`src/rtl/id_stage_pipe.sv`:
```
// ID/EXE pipeline register with RAW hazard detection, valid/ready handshake and
// a saturating count of hazard-stall cycles.
module id_stage_pipe #(
    parameter int DATA_W = 32,
    parameter int REG_AW = 5,
    parameter int CMD_W  = 4,
    parameter int FW_EN  = 1,
    parameter int CNT_W  = 16
) (
    input  logic              clk,
    input  logic              rst,
    input  logic              in_valid,
    output logic              in_ready,
    input  logic [REG_AW-1:0] src1,
    input  logic [REG_AW-1:0] src2,
    input  logic              uses_src2,
    input  logic [REG_AW-1:0] dest,
    input  logic [DATA_W-1:0] val1,
    input  logic [DATA_W-1:0] val2,
    input  logic [DATA_W-1:0] reg2,
    input  logic [CMD_W-1:0]  exe_cmd,
    input  logic              mem_r_en,
    input  logic              mem_w_en,
    input  logic              wb_en,
    input  logic              is_immediate,
    input  logic              br_taken,
    input  logic [REG_AW-1:0] exe_dest,
    input  logic              exe_wb_en,
    input  logic              exe_mem_r_en,
    input  logic [REG_AW-1:0] mem_dest,
    input  logic              mem_wb_en,
    input  logic              flush,
    input  logic              out_ready,
    output logic              out_valid,
    output logic [REG_AW-1:0] out_dest,
    output logic [REG_AW-1:0] out_src1,
    output logic [REG_AW-1:0] out_src2,
    output logic [DATA_W-1:0] out_val1,
    output logic [DATA_W-1:0] out_val2,
    output logic [DATA_W-1:0] out_reg2,
    output logic [CMD_W-1:0]  out_exe_cmd,
    output logic              out_mem_r_en,
    output logic              out_mem_w_en,
    output logic              out_wb_en,
    output logic              out_is_immediate,
    output logic              out_br_taken,
    output logic [CNT_W-1:0]  stall_cnt
);

    typedef struct packed {
        logic [REG_AW-1:0] dest;
        logic [REG_AW-1:0] src1;
        logic [REG_AW-1:0] src2;
        logic [DATA_W-1:0] val1;
        logic [DATA_W-1:0] val2;
        logic [DATA_W-1:0] reg2;
        logic [CMD_W-1:0]  exe_cmd;
        logic              mem_r_en;
        logic              mem_w_en;
        logic              wb_en;
        logic              is_immediate;
        logic              br_taken;
    } payload_t;

    localparam logic [CNT_W-1:0] CNT_ONE = {{(CNT_W-1){1'b0}}, 1'b1};

    payload_t           pay_in, pay_d, pay_q;
    logic               valid_d, valid_q;
    logic [CNT_W-1:0]   cnt_d, cnt_q;
    logic               hazard;
    logic               xfer;

    // Register 0 is hardwired, so a writer targeting it never creates a dependency.
    function automatic logic hit(input logic [REG_AW-1:0] d, input logic w);
        return w && (d != '0) && ((d == src1) || (uses_src2 && (d == src2)));
    endfunction

    always_comb begin
        hazard = 1'b0;
        if (FW_EN != 0) hazard = in_valid & exe_mem_r_en & hit(exe_dest, exe_wb_en);
        else            hazard = in_valid & (hit(exe_dest, exe_wb_en) | hit(mem_dest, mem_wb_en));
    end

    assign in_ready = ~hazard & (~valid_q | out_ready);
    assign xfer     = in_valid & in_ready & ~flush;

    always_comb begin
        pay_in.dest         = dest;
        pay_in.src1         = src1;
        pay_in.src2         = src2;
        pay_in.val1         = val1;
        pay_in.val2         = val2;
        pay_in.reg2         = reg2;
        pay_in.exe_cmd      = exe_cmd;
        pay_in.mem_r_en     = mem_r_en;
        pay_in.mem_w_en     = mem_w_en;
        pay_in.wb_en        = wb_en;
        pay_in.is_immediate = is_immediate;
        pay_in.br_taken     = br_taken;
    end

    always_comb begin
        valid_d = valid_q;
        pay_d   = pay_q;
        cnt_d   = cnt_q;
        if (hazard && (cnt_q != '1)) cnt_d = cnt_q + CNT_ONE;
        if (!(valid_q && !out_ready)) begin
            if (xfer) begin
                valid_d = 1'b1;
                pay_d   = pay_in;
            end else begin
                // A bubble keeps its data but must not write, access memory or redirect.
                valid_d        = 1'b0;
                pay_d.wb_en    = 1'b0;
                pay_d.mem_r_en = 1'b0;
                pay_d.mem_w_en = 1'b0;
                pay_d.br_taken = 1'b0;
            end
        end
    end

    // NOTE: state registers use non-blocking assignments so every flop samples pre-edge values.
    always_ff @(posedge clk or negedge rst) begin
        if (!rst) begin
            valid_q <= 1'b0;
            pay_q   <= '0;
            cnt_q   <= '0;
        end else begin
            valid_q <= valid_d;
            pay_q   <= pay_d;
            cnt_q   <= cnt_d;
        end
    end

    assign out_valid        = valid_q;
    assign out_dest         = pay_q.dest;
    assign out_src1         = pay_q.src1;
    assign out_src2         = pay_q.src2;
    assign out_val1         = pay_q.val1;
    assign out_val2         = pay_q.val2;
    assign out_reg2         = pay_q.reg2;
    assign out_exe_cmd      = pay_q.exe_cmd;
    assign out_mem_r_en     = pay_q.mem_r_en;
    assign out_mem_w_en     = pay_q.mem_w_en;
    assign out_wb_en        = pay_q.wb_en;
    assign out_is_immediate = pay_q.is_immediate;
    assign out_br_taken     = pay_q.br_taken;
    assign stall_cnt        = cnt_q;

endmodule

```
`config.mk`:
```
export PLATFORM = sky130hd
export DESIGN_NAME = id_stage_pipe
export DESIGN_NICKNAME = d
export VERILOG_FILES = /design/src/rtl/id_stage_pipe.sv
export SDC_FILE = /design/constraint.sdc
export NUM_CORES = 1
export LEC_CHECK = 0
export CORE_MARGIN = 1.5
export CORE_UTILIZATION = 30
export DETAILED_ROUTE_END_ITERATION = 16
export GPL_TIMING_DRIVEN = 0
export HOLD_SLACK_MARGIN = 0.08
export SETUP_SLACK_MARGIN = 0.5
export SKIP_CTS_REPAIR_TIMING = 1
export SLEW_MARGIN = 10
export SYNTH_ARGS = -nofsm -noshare
export SYNTH_HDL_FRONTEND = slang
export SYNTH_SLANG_ARGS = --single-unit
```
`constraint.sdc`:
```
create_clock -name clk -period 2.4 [get_ports clk]
set_input_delay 0.6 -clock clk [delete_from_list [all_inputs] [get_ports clk]]
set_output_delay 0.6 -clock clk [all_outputs]
set_load 0.02 [all_outputs]
```
==> summary by stage, run 1 <==
Layout
The post-synthesis to final-layout area growth is 81.4%. Summing all multi-input logic gate instances after layout gives approximately 2100 um^2. The filler cells instantiated in the layout total 1,490.

The area used by sequential logic in the layout is 3430 um^2. The net total in the final layout is 820. Of the cells placed in the final design, the portion with a size suffix greater than 1 is between 30% and 40%.

The final design instance area without fill is 10,300 um^2.

Worst setup path
The critical path goes through buf_8 -> or4_4 -> o21a_1 -> buf_6 -> a21oi_4 -> buf_6. The worst setup path is of the input port to output pin kind. Along the worst path, the maximum fanout reaches 6. Data on the critical path arrives at its endpoint at 1.87 ns. The worst setup path is launched from an input port. On the worst path, the slowest cell contributes a delay of roughly 0.54 ns. The dominant cell type by count on the critical path is sky130_fd_sc_hd__buf_6.

The kind of end point of the critical path is an output pin. The required time at the endpoint of the critical path is about 1.8 ns. The slowest stage of the critical path belongs to the cell sky130_fd_sc_hd__or4_4.

Routing
The first routing iteration left ~150 violations. The total vias in the final route is approximately 4,200. For this run, design rule violations remaining after detail routing come to 0.

The detailed-route vias per instance is 4.51. The average wire per cell in the routed design is 17.7 um. After detailed routing, the total wire length is 16,400 um. The remaining antenna violation count is 0. The first detailed-routing pass took 4 iterations.

Timing
The headroom to the max-slew limit is a little over half. The final worst-path cycle share is 103%. The aggregate negative setup slack is -0.0679 ns. Setup repair after global routing could not meet its margin everywhere. The final critical path time including I/O delays and setup is about 2.5 ns. The number of hold-slack violations in the final timing report is 0. The worst hold margin is 0.225 ns. Between clock sinks in the finished design, the worst skew comes to slightly below 0.007 ns. The final number of setup-violating endpoints is 1. The fmax is 0.405 GHz. The number of pins exceeding their max-slew limit in the final report came to 0. The transition time at the pin with the least slew margin is 0.712 ns.

The final worst-path setup slack is -0.0679 ns.

Synthesis
In this run, synthesis inferred 0 flip-flops with an integrated enable. For this run, the leading register cell type out of synthesis is sky130_fd_sc_hd__dfrtp_1. The synthesized cell area is between 5000 and 6000 um^2.

Of all flip-flops after synthesis, the portion carrying an async set or reset was 100%. The mean area per synthesized cell is between 15 and 20 um^2. The number of different library cells used by synthesis comes to 30. The synthesized net count is slightly below 500. The cell count after synthesis came out at about 360. The number of storage elements in the synthesis netlist is about 140.

The share of synthesized area occupied by flip-flops and latches is between 60 and 70%. During synthesis, Yosys emitted a total of 0 warnings.

Clock network
The clock latency at the later pin of the worst-skew pair is between 0.4 and 0.5 ns. The number of clock sinks is around 140. The register clock-pin slew on the reported worst setup and hold paths is 0.06 ns. TritonCTS built the clock tree.

In this run the number of H-tree levels came out at 4. TritonCTS created 17 clock buffers. No sink is reached through more buffers than the 2 on the longest clock path. The root buffer cell is sky130_fd_sc_hd__clkbuf_16.

Global routing
The number of global-route vias before repair is 4,455. The global routing usage summed across all routing layers is 15.9%. The remaining global-route overflow is 0.

The maximum number of pins on one net before global-route repair is 76. The number of antenna violations at the first check in global routing is 1. The global-route wire length before repair is 24,000 um.

Outcome
The checks that failed: negative setup slack. The flow ran to the end, but the final reports show violations.

Floorplan
The number of placement rows is 50. The floorplan step defined a core boundary enclosing around 19,000 um^2. The die is ~140 um wide.

The die covers roughly 20,000 um^2. For this design the top-level I/O count stands at roughly 280. The initial standard-cell utilization of the core is 30.4%. The vertical extent of the die is about 140 um.

Place
The placed instances occupy a cell area of between 8000 and 9000 um^2. Port buffering added 270 buffers. Routability-driven placement finished with a final weighted congestion of between 0.7 and 0.8. Detailed placement finished with a half-perimeter wire length of roughly 11,000 um.

Timing analysis after detailed placement gives a worst setup slack of -1.14 ns.

Flow run
Max-cap violations in this run came to 0.

Pwr
The static leakage is ~0.0057 uW. IR analysis of the VDD net gives a maximum drop of between 0.4 and 0.5 mV. In this run the power density over the cells is 772 nW/um^2.

After layout, the design draws a total of 7930 uW.

Min path
The worst hold path belongs to the class input port to asynchronous set/reset pin.
## cell families after synthesis
logic type | after synthesis | synth area share, %
AO/OA/AOI/OAI | 11 | 1.66
adder cells (fa/ha/maj) | 1 | 0.221
flip-flops | 137 | 60.5
AND/OR/NAND/NOR | 47 | 4.64
buffers and inverters | 19 | 3.22
XOR/XNOR | 25 | 3.86
multiplexers | 117 | 25.9
## synthesized netlist by cell type, drive strengths merged (2+ instances only)
cell type    n  area [um^2]
a32o         4         40.0
and3         5         31.3
buf         13          160
clkbuf       3         11.3
dfrtp      137         3430
inv          3         11.3
mux2       117         1470
nand2        6         22.5
nand3       10         50.1
nand4       10         62.6
nor2         2         7.51
nor2b        3         18.8
nor3         4         20.0
nor4         2         12.5
xnor2       25          219
## flip-flops by register name, summed over array words and instances, names as in the netlist
signal / flops
out_exe_cmd: 4
out_wb_en: 1
out_val1: 32
out_val2: 32
out_mem_w_en: 1
out_valid: 1
out_br_taken: 1
out_src1: 5
out_reg2: 32
out_mem_r_en: 1
out_is_immediate: 1
out_dest: 5
out_src2: 5
stall_cnt: 16
## layer usage
layer / up-vias / share of wire, % / track usage [%] / routed length, um
li1: 1922 / - / - / -
met4: 0 / 1.5 / 5.43 / 250
met3: 21 / 9.6 / 6.60 / 1590
met2: 202 / 48 / 25.8 / 7880
met5: - / 0 / 0 / 0
met1: 2040 / 41 / 18.9 / 6730
## worst max-delay path: cells and delay by family
family / cells / cell delay, ns
AOI/OAI and AO/OA: 2 / 0.36
and+or+nand+nor: 1 / 0.54
buffers and inverters: 3 / 0.37
## area by class of cell
cell class              count  area share [%]
clock inverters            13            1.87
multi-input cells         201            20.9
inverters                   3           0.110
repair buffers            304            34.0
flip-flops and latches    137            33.4
well taps                 234            2.85
plain buffers              16            2.51
diodes                      1          0.0243
clock buffers              19            4.31
## per-stage QoR
step / instances / utilization [%]
after floorplan: 357 / -
after global placement: 861 / 46.6
after detailed placement: 862 / 46.7
after CTS: 894 / 50.1
after global routing: 928 / 55.1
final: 928 / 55.1
## path summary, 6_finish.rpt
kind | start | endpoint | slack (ns) | cells past startpoint
min reg2reg | out_br_taken$_DFFE_PN0N_ | out_br_taken$_DFFE_PN0N_ | 0.50 | 1
max | exe_dest[3] | in_ready | -0.07 | 6
min | rst | out_val2[24]$_DFFE_PN0P_ | 0.22 | 1
min in group clk | src2[1] | out_src2[1]$_DFFE_PN0P_ | 0.48 | 2
max reg2reg | out_valid$_DFFE_PN0N_ | out_reg2[11]$_DFFE_PN0P_ | 0.44 | 8
max in group asynchronous | rst | out_src1[4]$_DFFE_PN0P_ | 1.42 | 2
## power by group
part           switching, uW  internal, uW  leakage (uW)
sequential               196          2690       0.00165
combinational            977          1260       0.00377
clock                   1030          1780      0.000305
## cells in the final DEF (no fill, tap or decap), types with 2 or more instances in the layout
cell type / n
sky130_fd_sc_hd__and3_1: 5
sky130_fd_sc_hd__buf_4: 19
sky130_fd_sc_hd__clkinv_4: 3
sky130_fd_sc_hd__clkbuf_2: 2
sky130_fd_sc_hd__nor2b_2: 2
sky130_fd_sc_hd__nor3_1: 4
sky130_fd_sc_hd__dfrtp_1: 135
sky130_fd_sc_hd__nand4_1: 10
sky130_fd_sc_hd__nor2_1: 2
sky130_fd_sc_hd__clkdlybuf4s50_1: 116
sky130_fd_sc_hd__buf_12: 10
sky130_fd_sc_hd__nor4_1: 2
sky130_fd_sc_hd__a32o_1: 4
sky130_fd_sc_hd__nand3_1: 10
sky130_fd_sc_hd__clkinvlp_4: 2
sky130_fd_sc_hd__dfrtp_2: 2
sky130_fd_sc_hd__clkbuf_1: 2
sky130_fd_sc_hd__inv_1: 3
sky130_fd_sc_hd__buf_8: 5
sky130_fd_sc_hd__bufinv_16: 4
sky130_fd_sc_hd__clkbuf_16: 23
sky130_fd_sc_hd__mux2_2: 67
sky130_fd_sc_hd__xnor2_1: 24
sky130_fd_sc_hd__inv_6: 3
sky130_fd_sc_hd__nand2_1: 5
sky130_fd_sc_hd__buf_6: 12
sky130_fd_sc_hd__dlymetal6s2s_1: 148
sky130_fd_sc_hd__mux2_4: 50
(Power assumes the default switching activity.)
==> run 2, diff against run 1 <==
--- a/config.mk
+++ b/config.mk
@@ -10,6 +10,7 @@
 export DETAILED_ROUTE_END_ITERATION = 16
 export GPL_TIMING_DRIVEN = 0
 export HOLD_SLACK_MARGIN = 0.08
+export PLACE_DENSITY = 0.67
 export SETUP_SLACK_MARGIN = 0.5
 export SKIP_CTS_REPAIR_TIMING = 1
 export SLEW_MARGIN = 10
==> constraint.sdc (replaced) <==
create_clock -name clk -period 2 [get_ports clk]
set_input_delay 0.5 -clock clk [delete_from_list [all_inputs] [get_ports clk]]
set_output_delay 0.5 -clock clk [all_outputs]
set_load 0.02 [all_outputs]
==> run 2 against run 1 <==
The run still ends with negative setup slack left. First-iteration DRC count down 7.3%. Sequential share of layout area up 2.7 points. Total power up 16%. Critical path type unchanged. Largest power group unchanged.
==> summary by stage, run 2 (synthesis gave the netlist of run 1 again) <==
Place
The final HPWL from detailed placement is roughly 11,000 um. Prior to clock tree synthesis, the placed netlist has a worst setup slack of -1.29 ns. Once placement finished, the instance area stood at about 8700 um^2. The final estimated routing congestion in global placement is 0.795. In this run the tool buffered the top-level ports with between 200 and 300 buffer cells.

Timing
Once routing completed, OpenROAD measured the worst setup slack at -0.286 ns. Setup violations remaining at the end of the flow were counted as 91. Dividing the final minimum period by the clock period gives 114%.

The number of hold-slack violations in the final timing report is 0. The maximum clock skew at final layout is 0.00932 ns. Setup repair after global routing could not meet its margin everywhere. At the pin with the least slew margin, the transition time is approximately 0.65 ns. The fmax is roughly 0.44 GHz. The number of pins exceeding their max-slew limit in the final report was 0. The smallest clock period supported by the final layout is computed as approximately 2.3 ns.

The headroom to the max-slew limit is about 57%. The aggregate negative setup slack is -3.97 ns.

Layout
In the layout the commonest cells are 240 x sky130_fd_sc_hd__clkdlybuf4s50_1, 126 x sky130_fd_sc_hd__dfrtp_1, 77 x sky130_fd_sc_hd__mux2_2. Once layout is complete, the utilization of the core stands at between 50% and 60%. The share of cells above drive strength 1 is between 30 and 40%.

The final design instance area without fill is between 9000 and 10,000 um^2. The most common cell after layout, fill and taps aside is sky130_fd_sc_hd__clkdlybuf4s50_1. The net total in the final layout is about 800. The post-synthesis to final-layout area growth is 68.5%.

Global routing
The remaining global-route overflow is 0. Entering global routing, the biggest net connects 73 pins. The number of global-route vias before repair came to 4,435. The number of antenna violations at the first check in global routing is 1.

The global routing usage summed across all routing layers is 16.2%. The global-route wire length before repair is about 25,000 um.

Worst setup path
The most numerous cell type found on the critical path is sky130_fd_sc_hd__buf_8. The kind of cell with the highest combined delay along the critical path is simple AND/OR/NAND/NOR gates. For the worst setup path, the data required time is roughly 1.5 ns. The endpoint arrival time on the critical path is between 1.5 and 2 ns.

STA classifies the critical path endpoint as an output pin. By startpoint and endpoint, the worst setup path is classified as input port to output pin. The sum of buffers and inverters on the critical path is 3. The maximum fanout along the worst path is 6. The critical path goes through buf_8 -> or4_4 -> o21a_4 -> buf_8 -> a21oi_4 -> buf_6.

The worst-path cell with the longest stage delay is sky130_fd_sc_hd__or4_4. STA classifies the critical path startpoint as an input port. The highest cell delay on the worst timing path is approximately 0.54 ns.

Pwr
Of the total power, the clock network draws between 30% and 40%. Combinational logic is responsible for between 20% and 30% of the overall power. Net switching is approximately 28% of the power. The power per standard cell area is around 970 nW/um^2. In this run the static leakage power is approximately 0.0041 uW.

Internal power comes to around 6600 uW. Registers are responsible for 37.8% of the overall power. The analysis attributes to net switching a power of roughly 2600 uW. IR analysis of the VDD net gives a maximum drop of 0.543 mV.

Floorplan
The die covers around 20,000 um^2. The I/O pin count is 277. The initial standard-cell utilization of the core is between 30% and 40%. The vertical extent of the die is between 100 and 150 um. The total core area is roughly 19,000 um^2. The die is between 100 and 150 um wide.

The number of placement rows is 50.

Outcome
The checks that failed: negative setup slack. The run finished, with violations left.

Clock network
The H-tree was split into 4 levels. The number of clock sinks is roughly 140. The number of buffers on the longest clock path is 2. The root buffer cell is sky130_fd_sc_hd__clkbuf_16.

The register clock-pin slew on the reported worst setup and hold paths is around 0.060 ns. The number of CTS-inserted buffers is 17. For the worst-skew pair, the clock arrives at the later sink with an insertion delay of just over 0.4 ns. The clock tree from TritonCTS is done.

Routing
The detailed-route vias per instance is between 4 and 5. For this run, design rule violations remaining after detail routing come to 0. The remaining antenna violation count is 0. Summing over every cut layer, the via total after detailed routing is 4,123. For this block, the routed nets add up to about 15,000 um of wire. The detailed-router iteration count before antenna repair is 4.

For this block, the initial DRC count from the detailed router was 140. The average wire per cell in the routed design is 17.0 um.

Min path
The path type of the worst min-delay path is input port to asynchronous set/reset pin.

Flow run
The count of max-cap constraint violations is 0.
==> run 2: cell types whose count changed in the layout (fill, tap and decap cells not counted), sizes merged <==
cell / change
bufinv: -2
clkinv: +1
clkdlybuf4s50: +124
dlymetal6s2s: -136
clkbuf: -7
clkinvlp: +1
==> run 2: metrics by stage <==
step / std cells / hold WS [ns] / total power [uW]
2_1_floorplan: 357 / 0.204 / 4730
3_3_place_gp: 861 / 0.479 / 6110
3_5_place_dp: 862 / 0.479 / 6160
4_1_cts: 894 / 0.0972 / 9310
5_1_grt: 908 / 0.108 / 9660
6_report: 909 / 0.0726 / 9220
==> run 2: cell type report <==
class / instances / area (um^2)
fillers: 1601 / 9090
flip-flops and latches: 137 / 3440
repair buffers: 285 / 2880
multi-input cells: 201 / 2110
clock buffers: 19 / 433
well taps: 234 / 293
plain buffers: 16 / 234
clock inverters: 13 / 145
inverters: 3 / 11.3
diodes: 1 / 2.50
==> run 2: power groups by stage <==
stage / clock network [uW] / logic, uW / registers, uW
after global routing: 3300 / 2810 / 3550
after CTS: 3170 / 2650 / 3490
after floorplan: 0 / 653 / 4070
final: 3070 / 2660 / 3480
after detailed placement: 0 / 2640 / 3520
after global placement: 0 / 2610 / 3500
==> run 2: worst register-to-register path: stages (launching register included) <==
cell                       delay, ns
sky130_fd_sc_hd__dfrtp_1        0.38
sky130_fd_sc_hd__nor2b_2        0.22
sky130_fd_sc_hd__nor2b_4        0.13
sky130_fd_sc_hd__a21boi_1       0.20
sky130_fd_sc_hd__buf_6          0.19
sky130_fd_sc_hd__buf_12         0.17
sky130_fd_sc_hd__buf_12         0.15
sky130_fd_sc_hd__mux2_4         0.31
==> run 2: final timing paths <==
path | startpoint | end | slack [ns] | cells after the start
max | exe_dest[2] | in_ready | -0.29 | 6
min | rst | out_reg2[27]$_DFFE_PN0P_ | 0.07 | 1
max reg2reg | out_valid$_DFFE_PN0N_ | out_val2[0]$_DFFE_PN0P_ | 0.12 | 7
min reg2reg | stall_cnt[9]$_DFFE_PN0P_ | stall_cnt[9]$_DFFE_PN0P_ | 0.49 | 1
max in group asynchronous | rst | out_reg2[20]$_DFFE_PN0P_ | 1.15 | 2
min in group clk | src2[0] | out_src2[0]$_DFFE_PN0P_ | 0.39 | 2
==> run 2: routing by layer <==
layer	up-vias	wire length, um	track usage (%)
met5	-	0	0
met4	0	201	4.60
met3	16	1410	6.80
met2	195	7580	27.0
met1	2033	6270	19.0
li1	1879	-	-
==> RTL change: new RTL, flow settings as in run 1 <==
The parameter `CNT_W` goes from 16 to 32.
--- a/src/rtl/id_stage_pipe.sv
+++ b/src/rtl/id_stage_pipe.sv
@@ -5,7 +5,7 @@
     parameter int REG_AW = 5,
     parameter int CMD_W  = 4,
     parameter int FW_EN  = 1,
-    parameter int CNT_W  = 16
+    parameter int CNT_W  = 32
 ) (
     input  logic              clk,
     input  logic              rst,
Interface: changed (resized stall_cnt); port bits go from 277 to 293. The function was not compared with the original's and may differ.
==> RTL change against run 1 <==
- sequential power increased by 9.7%
- routed wire length is 16% higher
- highest routed layer unchanged
- the run still ends with setup timing left
- count of clock-buffer cells in the layout did not move
- register-to-register slack got worse by 50 ps
- worst setup slack lost 36 ps
- sequential cell count rose by 16
- total power up 6.7%
- final cell count rose by 14%
- cell area grew 13%
- area after synthesis grew 9.5%
==> RTL change: results (changes against run 1) <==
pre_cts_ws_ps: -1180  # -47.8 ps
finClkSkew_ps: 8.86  # +2.11 ps
grt_pass1_wl_um: 27200  # +13%
grt_pass1_vias: 4950  # +11%
sw_frac_of_total_pct: 27.3  # -0.48 points
seq_area_frac_synth_pct: 61.7  # +1.2 points
layout_setup_ws_ps: -104  # -36.0 ps
synth_nets: 558  # +12%
status: "finished, violations left"
synth-xor-area-share_pct: 5.79  # +1.9 points
diodes: 4  # +3
setup_viol: 60  # +59
cpPeakStageDelay_ps: 560  # +20 ps
powerDensity_nw_per_um2: 729  # -5.5%
arrival_ps: 1900  # +30 ps
multi_input_area_um2: 2800  # +30%
drtIter0Drc: 195  # +29%
p_leak_nw: 6.45  # +13%
netlist.area_leader.share_pct: 61.7  # +1.2 points
finalSetupTns_ps: -1270  # -1200 ps
dp.cells: 975  # +13%
final_area_um2: 11600  # +13%
violations: "setup timing"
grt_start_max_net_pins: 81  # +6.6%
taps: 270  # +15%
gp_congestion: 0.750  # -3.0%
clk_share_pct: 5.66  # -0.52 points
wl_per_cell_um: 18.0  # +1.4%
n_fill_cell: 1608  # +7.9%
hpwl_um: 13000  # +15%
buffer_area_share_pct: 34.0  # -2.5 points
via_per_inst: 4.55  # +0.94%
regArea_um2: 3840  # +12%
synth-compound-area-share_pct: 1.83  # +0.18 points
synth_cell_types: 36  # +20%
path_max_fanout: 4  # -2
antenna_found_initial: 4  # +3
syn_area_per_cell_um2: 14.8  # -6.4%
[RTL change: per-layer routing]
layer | wire, um | global-route usage, % | vias up
li1 | - | - | 2202
met2 | 9650 | 27.3 | 172
met3 | 1080 | 5.40 | 29
met1 | 7920 | 19.3 | 2422
met4 | 407 | 5.86 | 0
met5 | 0 | 0 | -
[RTL change: logic make-up after synthesis]
| kind of cell | Yosys count |
|---|---|
| and+or+nand+nor | 78 |
| adders and majority gates | 1 |
| buffers and inverters | 16 |
| DFF | 153 |
| muxes | 117 |
| AOI/OAI and AO/OA | 12 |
| xor gates and xnor gates | 41 |
[RTL change: final timing paths]
path | startpoint | end | slack (ps) | cells past startpoint
hold reg to reg | out_br_taken | out_br_taken | 480 | 1
max in group asynchronous | rst | out_reg2[21] | 1480 | 2
hold / removal | rst | out_val2[20] | 130 | 1
min in group clk | src1[3] | out_src1[3] | 480 | 2
setup / recovery | exe_dest[4] | in_ready | -100 | 6
setup reg to reg | stall_cnt[0] | stall_cnt[30] | 390 | 9
